==> src/rtl/reg_writeback_ctrl_pkg.sv <==
// Shared writeback definitions: register-bank address/data widths and the queued write entry.
package reg_writeback_ctrl_pkg;

    localparam int ADDR_W = 5;
    localparam int DATA_W = 32;

    typedef struct packed {
        logic [ADDR_W-1:0] dest;
        logic [DATA_W-1:0] data;
    } wb_entry_t;

endpackage

==> src/rtl/reg_writeback_ctrl_wb_fifo.sv <==
// In-order writeback queue: two pushes per cycle (port a is older), one pop, and a
// dest match across occupied entries. Head outputs are zeroed while empty.
module wb_fifo #(
    parameter int DEPTH  = 4,
    parameter int ADDR_W = 5,
    parameter int DATA_W = 32
) (
    input  logic                    clk,
    input  logic                    rst,
    input  logic                    push_a_i,
    input  logic [ADDR_W-1:0]       dest_a_i,
    input  logic [DATA_W-1:0]       data_a_i,
    input  logic                    push_b_i,
    input  logic [ADDR_W-1:0]       dest_b_i,
    input  logic [DATA_W-1:0]       data_b_i,
    input  logic                    pop_i,
    input  logic [ADDR_W-1:0]       hz_addr_i,
    output logic [$clog2(DEPTH):0]  count_o,
    output logic                    head_vld_o,
    output logic [ADDR_W-1:0]       head_dest_o,
    output logic [DATA_W-1:0]       head_data_o,
    output logic                    hz_match_o
);

    localparam int PTR_W = $clog2(DEPTH);
    localparam int CNT_W = PTR_W + 1;

    logic [ADDR_W-1:0] dest_q [DEPTH];
    logic [DATA_W-1:0] data_q [DEPTH];
    logic [PTR_W-1:0]  rd_ptr_q, rd_ptr_d;
    logic [PTR_W-1:0]  wr_ptr_q, wr_ptr_d;
    logic [PTR_W-1:0]  wr_ptr_b_s;
    logic [CNT_W-1:0]  count_q, count_d;
    logic [PTR_W-1:0]  off_s [DEPTH];
    logic              pop_s;

    assign pop_s      = pop_i && (count_q != '0);
    assign wr_ptr_b_s = wr_ptr_q + PTR_W'(push_a_i);

    always_comb begin
        rd_ptr_d = rd_ptr_q + PTR_W'(pop_s);
        wr_ptr_d = wr_ptr_b_s + PTR_W'(push_b_i);
        count_d  = count_q - CNT_W'(pop_s) + CNT_W'(push_a_i) + CNT_W'(push_b_i);
    end

    always_ff @(posedge clk) begin
        if (rst) begin
            rd_ptr_q <= '0;
            wr_ptr_q <= '0;
            count_q  <= '0;
        end else begin
            rd_ptr_q <= rd_ptr_d;
            wr_ptr_q <= wr_ptr_d;
            count_q  <= count_d;
        end
    end

    // Storage needs no reset: an entry is only observed while it is counted as occupied.
    always_ff @(posedge clk) begin
        if (push_a_i) begin
            dest_q[wr_ptr_q] <= dest_a_i;
            data_q[wr_ptr_q] <= data_a_i;
        end
        if (push_b_i) begin
            dest_q[wr_ptr_b_s] <= dest_b_i;
            data_q[wr_ptr_b_s] <= data_b_i;
        end
    end

    assign count_o     = count_q;
    assign head_vld_o  = (count_q != '0);
    assign head_dest_o = head_vld_o ? dest_q[rd_ptr_q] : '0;
    assign head_data_o = head_vld_o ? data_q[rd_ptr_q] : '0;

    // A slot is occupied when its distance from the head is below the count.
    always_comb begin
        hz_match_o = 1'b0;
        for (int i = 0; i < DEPTH; i++) begin
            off_s[i] = PTR_W'(i) - rd_ptr_q;
            if ((hz_addr_i != '0) && (dest_q[i] == hz_addr_i) && (CNT_W'(off_s[i]) < count_q)) begin
                hz_match_o = 1'b1;
            end
        end
    end

endmodule

==> src/rtl/reg_writeback_ctrl.sv <==
// Register-bank write initiator: merges MEM and ALU results into an in-order queue drained one
// entry per cycle. One cycle from accept to bank write; ready reflects the slot freed by this cycle's pop.
module reg_writeback_ctrl #(
    parameter int DEPTH  = 4,
    parameter int DATA_W = reg_writeback_ctrl_pkg::DATA_W,
    parameter int ADDR_W = reg_writeback_ctrl_pkg::ADDR_W
) (
    input  logic                    clk,
    input  logic                    rst,
    input  logic                    mem_valid,
    output logic                    mem_ready,
    input  logic [ADDR_W-1:0]       mem_dest,
    input  logic [DATA_W-1:0]       mem_data,
    input  logic                    alu_valid,
    output logic                    alu_ready,
    input  logic [ADDR_W-1:0]       alu_dest,
    input  logic [DATA_W-1:0]       alu_data,
    output logic                    wb_write_en,
    output logic [ADDR_W-1:0]       wb_dest,
    output logic [DATA_W-1:0]       wb_data,
    input  logic [ADDR_W-1:0]       hz_addr,
    output logic                    hz_match,
    output logic [$clog2(DEPTH):0]  count
);

    localparam int CNT_W = $clog2(DEPTH) + 1;

    logic [CNT_W-1:0] free_s;
    logic             head_vld_s;
    logic             push_mem_s;
    logic             push_alu_s;

    // The head is popped every edge, so its slot is already free for this cycle's pushes.
    assign free_s = CNT_W'(DEPTH) - count + CNT_W'(head_vld_s);

    assign mem_ready = (free_s >= CNT_W'(1));
    assign alu_ready = (free_s >= CNT_W'(2)) ||
                       ((free_s >= CNT_W'(1)) && !(mem_valid && (mem_dest != '0)));

    // Register 0 is hardwired: such results handshake normally but are dropped here.
    assign push_mem_s = mem_valid && mem_ready && (mem_dest != '0);
    assign push_alu_s = alu_valid && alu_ready && (alu_dest != '0);

    wb_fifo #(
        .DEPTH  (DEPTH),
        .ADDR_W (ADDR_W),
        .DATA_W (DATA_W)
    ) u_wb_fifo (
        .clk         (clk),
        .rst         (rst),
        .push_a_i    (push_mem_s),
        .dest_a_i    (mem_dest),
        .data_a_i    (mem_data),
        .push_b_i    (push_alu_s),
        .dest_b_i    (alu_dest),
        .data_b_i    (alu_data),
        .pop_i       (head_vld_s),
        .hz_addr_i   (hz_addr),
        .count_o     (count),
        .head_vld_o  (head_vld_s),
        .head_dest_o (wb_dest),
        .head_data_o (wb_data),
        .hz_match_o  (hz_match)
    );

    assign wb_write_en = head_vld_s;

endmodule

==> config.mk <==
export PLATFORM = sky130hd
export DESIGN_NAME = reg_writeback_ctrl
export DESIGN_NICKNAME = d
export VERILOG_FILES = /design/src/rtl/reg_writeback_ctrl_pkg.sv /design/src/rtl/reg_writeback_ctrl_wb_fifo.sv /design/src/rtl/reg_writeback_ctrl.sv
export SDC_FILE = /design/constraint.sdc
export NUM_CORES = 1
export LEC_CHECK = 0
export CORE_MARGIN = 5
export CORE_UTILIZATION = 35
export DETAILED_ROUTE_END_ITERATION = 10
export SYNTH_ARGS = -nofsm -noshare
export SYNTH_HDL_FRONTEND = slang
export SYNTH_SLANG_ARGS = --single-unit
export TNS_END_PERCENT = 100
==> constraint.sdc <==
create_clock -name clk -period 15.7 [get_ports clk]
set_input_delay 3.14 -clock clk [delete_from_list [all_inputs] [get_ports clk]]
set_output_delay 3.14 -clock clk [all_outputs]
set_load 0.05 [all_outputs]
==> metrics list <==
- The run finished with clean final reports.
- Leading cell type in the layout, fill and taps excluded: edfxtp_1
- The net count of the finished layout is 730.
* Global-route wire length before repair: 31500 um
- The analysis attributes to cell leakage a power of 0.00370 uW.
- Kind of cell adding the most delay to the critical path: buffers and inverters
- Maximum capacitance violations: 0
- Walking the worst path, the cells encountered are clkdlybuf4s50_1 -> xnor2_1 -> nand4_1 -> a2111oi_0 -> a21oi_1 -> a21oi_1 -> clkdlybuf4s50_1.
- Share of cells above drive strength 1: a little over a third
- Hold Crit Depth: 2
* Top-level I/O count: 127
- The worst setup path is captured at an output port.
* Finished Core Util: 44.9%
- The largest individual stage delay along the critical path comes from the cell clkdlybuf4s50_1.
- STA classifies the critical path startpoint as an input port.
- Yosys reg bits: around 160
* Clock-pin slew on the worst setup and hold paths: ~60 ps
* Overflow left after global routing: 0
- The worst-case IR drop observed on VDD is 0.141 mV.
- Clock Latency Late Sink: 420 ps
- Overall die width: approximately 170 um
- The die covers roughly 27000 sq um.
- Number of instances in the synthesized netlist: 516
* CP Buf/Inv Count: 2
* Depth of the worst register-to-register path: 12
- The critical path in this run is classified as in2out.
- Data arrives at the worst endpoint at around 5500 ps.
* Most frequent cells in the layout: edfxtp_1, clkdlybuf4s50_1, mux2_2
- The tree is rooted in a clkbuf_16.
* Met3 capacity usage during global routing: 3.38%
* Quantity of hold-fixing buffers added after cts: 0
- Final critical-path required period: 8670 ps
* Most frequently used flop master after synthesis: edfxtp_1
- Buffers placed on the I/O ports in this run total 126.
* Count of endpoints failing hold in the final timing report: 0
- In this run the vertical extent of the chip is 165 um.
* Number of stages on the worst setup path: 7
* Unrepaired setup endpoints after global routing: no
- Required arrival time at the worst endpoint: 12560 ps
* Area growth from synthesis to layout: 25.4%
- Buffers added to address setup during post-CTS repair amount to 0.
- Once detailed placement completed, the half-perimeter wirelength came to 12700 um.
- In this design, the stage delay of the slowest critical-path cell is 830 ps.
- Relative slew margins: ~40%
- After detailed routing, the number of vias per cell comes to 5.09.
- Counting flops with a built-in enable in the synthesized netlist gives between 100 and 150.
* Initial antenna violation count: 0
* Count of unique library cells instantiated by Yosys: 35
- Post-synthesis async set-or-reset flop share: 0%
* Slew at the pin with the worst max-slew slack: 916 ps
- Worst hold path class: reg2reg
- H-tree levels: 4
* Max Freq: 0.115 GHz
- Most congested layer reported by global routing: met2
* Count of routing violations after the opening detailed-route iteration: 310
- The floorplan step defined a core boundary enclosing 23600 sq um.
* Gpl congestion: approximately 0.97
- In this run the cell area measured after placement is 9990 sq um.
- Number of sinks on the clock net: 155
- TritonCTS clock tree: yes
- The cell area that synthesis handed to floorplanning was 8440 sq um.
* Remaining design rule violation count: 0
- Global routing usage summed across all routing layers: between 10% and 20%
- Setup total negative slack on the finished layout was measured at 0 ps.
* Remaining antenna violation count: 0
- Number of instances resized during post-cts repair: 0
* Count of TritonRoute iterations in the first routing pass: 4
- Ant diodes: 0
- The number of global-route vias before repair was 5371.
- The floorplan has 56 rows.
- Mean routed wirelength per cell: 21.5 um
- Count of warnings emitted by yosys: 0
- Final period utilization: a little under three fifths
- Initial Utilization: 35.8%
- Post-synthesis area per instance: roughly 16 sq um
- The finished cells cover 10600 sq um.
- For this run, global-route usage on met1 was measured as between 20% and 30%.
- Summing the sequential cell areas from Yosys gives a little over half of the chip area.
* Total CTS buffers: 17
- Along the worst path, the maximum fanout reaches 5.
* Post-Route WL: 20800 um
- Longest Clk Path Bufs: 2
* Layout Skew: 6.85 ps
* Pins over their slew limit: 0
- Counting every net in the synthesized netlist gives around 600.
* Maximum number of pins on one net before global-route repair: 42
* Global Route met2 Usage: 26.3%
* Vias: 4912
- Setup violations remaining at the end of the flow were counted as 0.
- Areal power density over the cells: 226 nW/um^2
==> power breakdown <==
group / switching, uW / internal (uW) / total [uW]
combinational: 729 / 509 / 1240
sequential: 76.5 / 662 / 739
clock: 158 / 263 / 421
total: 964 / 1430 / 2400
==> flip-flops by register name (all words and copies together), names as in the netlist <==
| name | flops |
|---|---|
| u_wb_fifo.data_q | 128 |
| u_wb_fifo.dest_q | 20 |
| u_wb_fifo.count_o | 3 |
| u_wb_fifo.rd_ptr_q | 2 |
| u_wb_fifo.wr_ptr_q | 2 |
==> per-layer routing <==
layer | part of all wire, % | routed length (um) | up-vias
li1 | - | - | 2232
met1 | 44 | 9230 | 2539
met2 | 50 | 10400 | 122
met3 | 4.4 | 918 | 19
met4 | 1.1 | 238 | 0
met5 | 0 | 0 | -
==> kinds of logic after synthesis <==
logic type               after synthesis  synth area share [%]
XOR/XNOR                              28                  2.90
AND/OR/NAND/NOR                       76                  5.36
buffers and inverters                 48                  3.24
flip-flops                           155                  54.3
multiplexers                         185                  31.3
adder cells (fa/ha/maj)               12                  1.96
AO/OA/AOI/OAI                         12                 0.948
==> cell usage after synthesis, drive strengths merged (2+ instances only) <==
master | instances | area [sq um]
xnor2 | 15 | 131
nor2b | 43 | 269
mux2 | 148 | 1810
mux4 | 37 | 833
ha | 10 | 125
fa | 2 | 40.0
dfxtp | 7 | 140
nor3 | 3 | 15.0
buf | 23 | 179
a21oi | 5 | 25.0
nand4 | 4 | 25.0
a221oi | 2 | 17.5
o21ai | 2 | 10.0
a2111oi | 2 | 17.5
nand2 | 8 | 32.5
inv | 11 | 41.3
nor4 | 2 | 12.5
edfxtp | 148 | 4440
nand3 | 5 | 47.6
nor2 | 8 | 30.0
clkbuf | 13 | 48.8
xor2 | 13 | 114
==> layout make-up <==
class,instances,area [sq um]
inverter,12,46.3
sequential,155,4590
fill,2112,13000
clock buffer,17,425
timing repair buffer,136,1340
tap,319,399
multi-input combinational,313,3620
clock inverter,13,178
==> worst paths after layout <==
| check | from | to | slack [ps] |
|---|---|---|---|
| min | u_wb_fifo.count_o[2] | u_wb_fifo.count_o[2] | 660 |
| max reg2reg | u_wb_fifo.count_o[2] | u_wb_fifo.data_q[2][12] | 12060 |
| min reg2reg | u_wb_fifo.count_o[2] | u_wb_fifo.count_o[2] | 660 |
| max | hz_addr[1] | hz_match | 7030 |
==> stage by stage <==
| step | setup WS (ps) | hold slack, ps | total power, uW | instances |
|---|---|---|---|---|
| 6_report | 7030 | 663 | 2400 | 965 |
| 5_1_grt | 6970 | 704 | 2520 | 965 |
| 4_1_cts | 7050 | 674 | 2440 | 965 |
| 3_5_place_dp | 7060 | 662 | 2010 | 935 |
| 3_3_place_gp | 7070 | 645 | 2000 | 935 |
| 2_1_floorplan | 7770 | 558 | 1620 | 516 |
==> worst min-delay path, cell delays in order (launching register included) <==
cell and delay (ps):
dfxtp_1 400, xnor2_1 190, nor2_1 40
(Power assumes the default switching activity.)
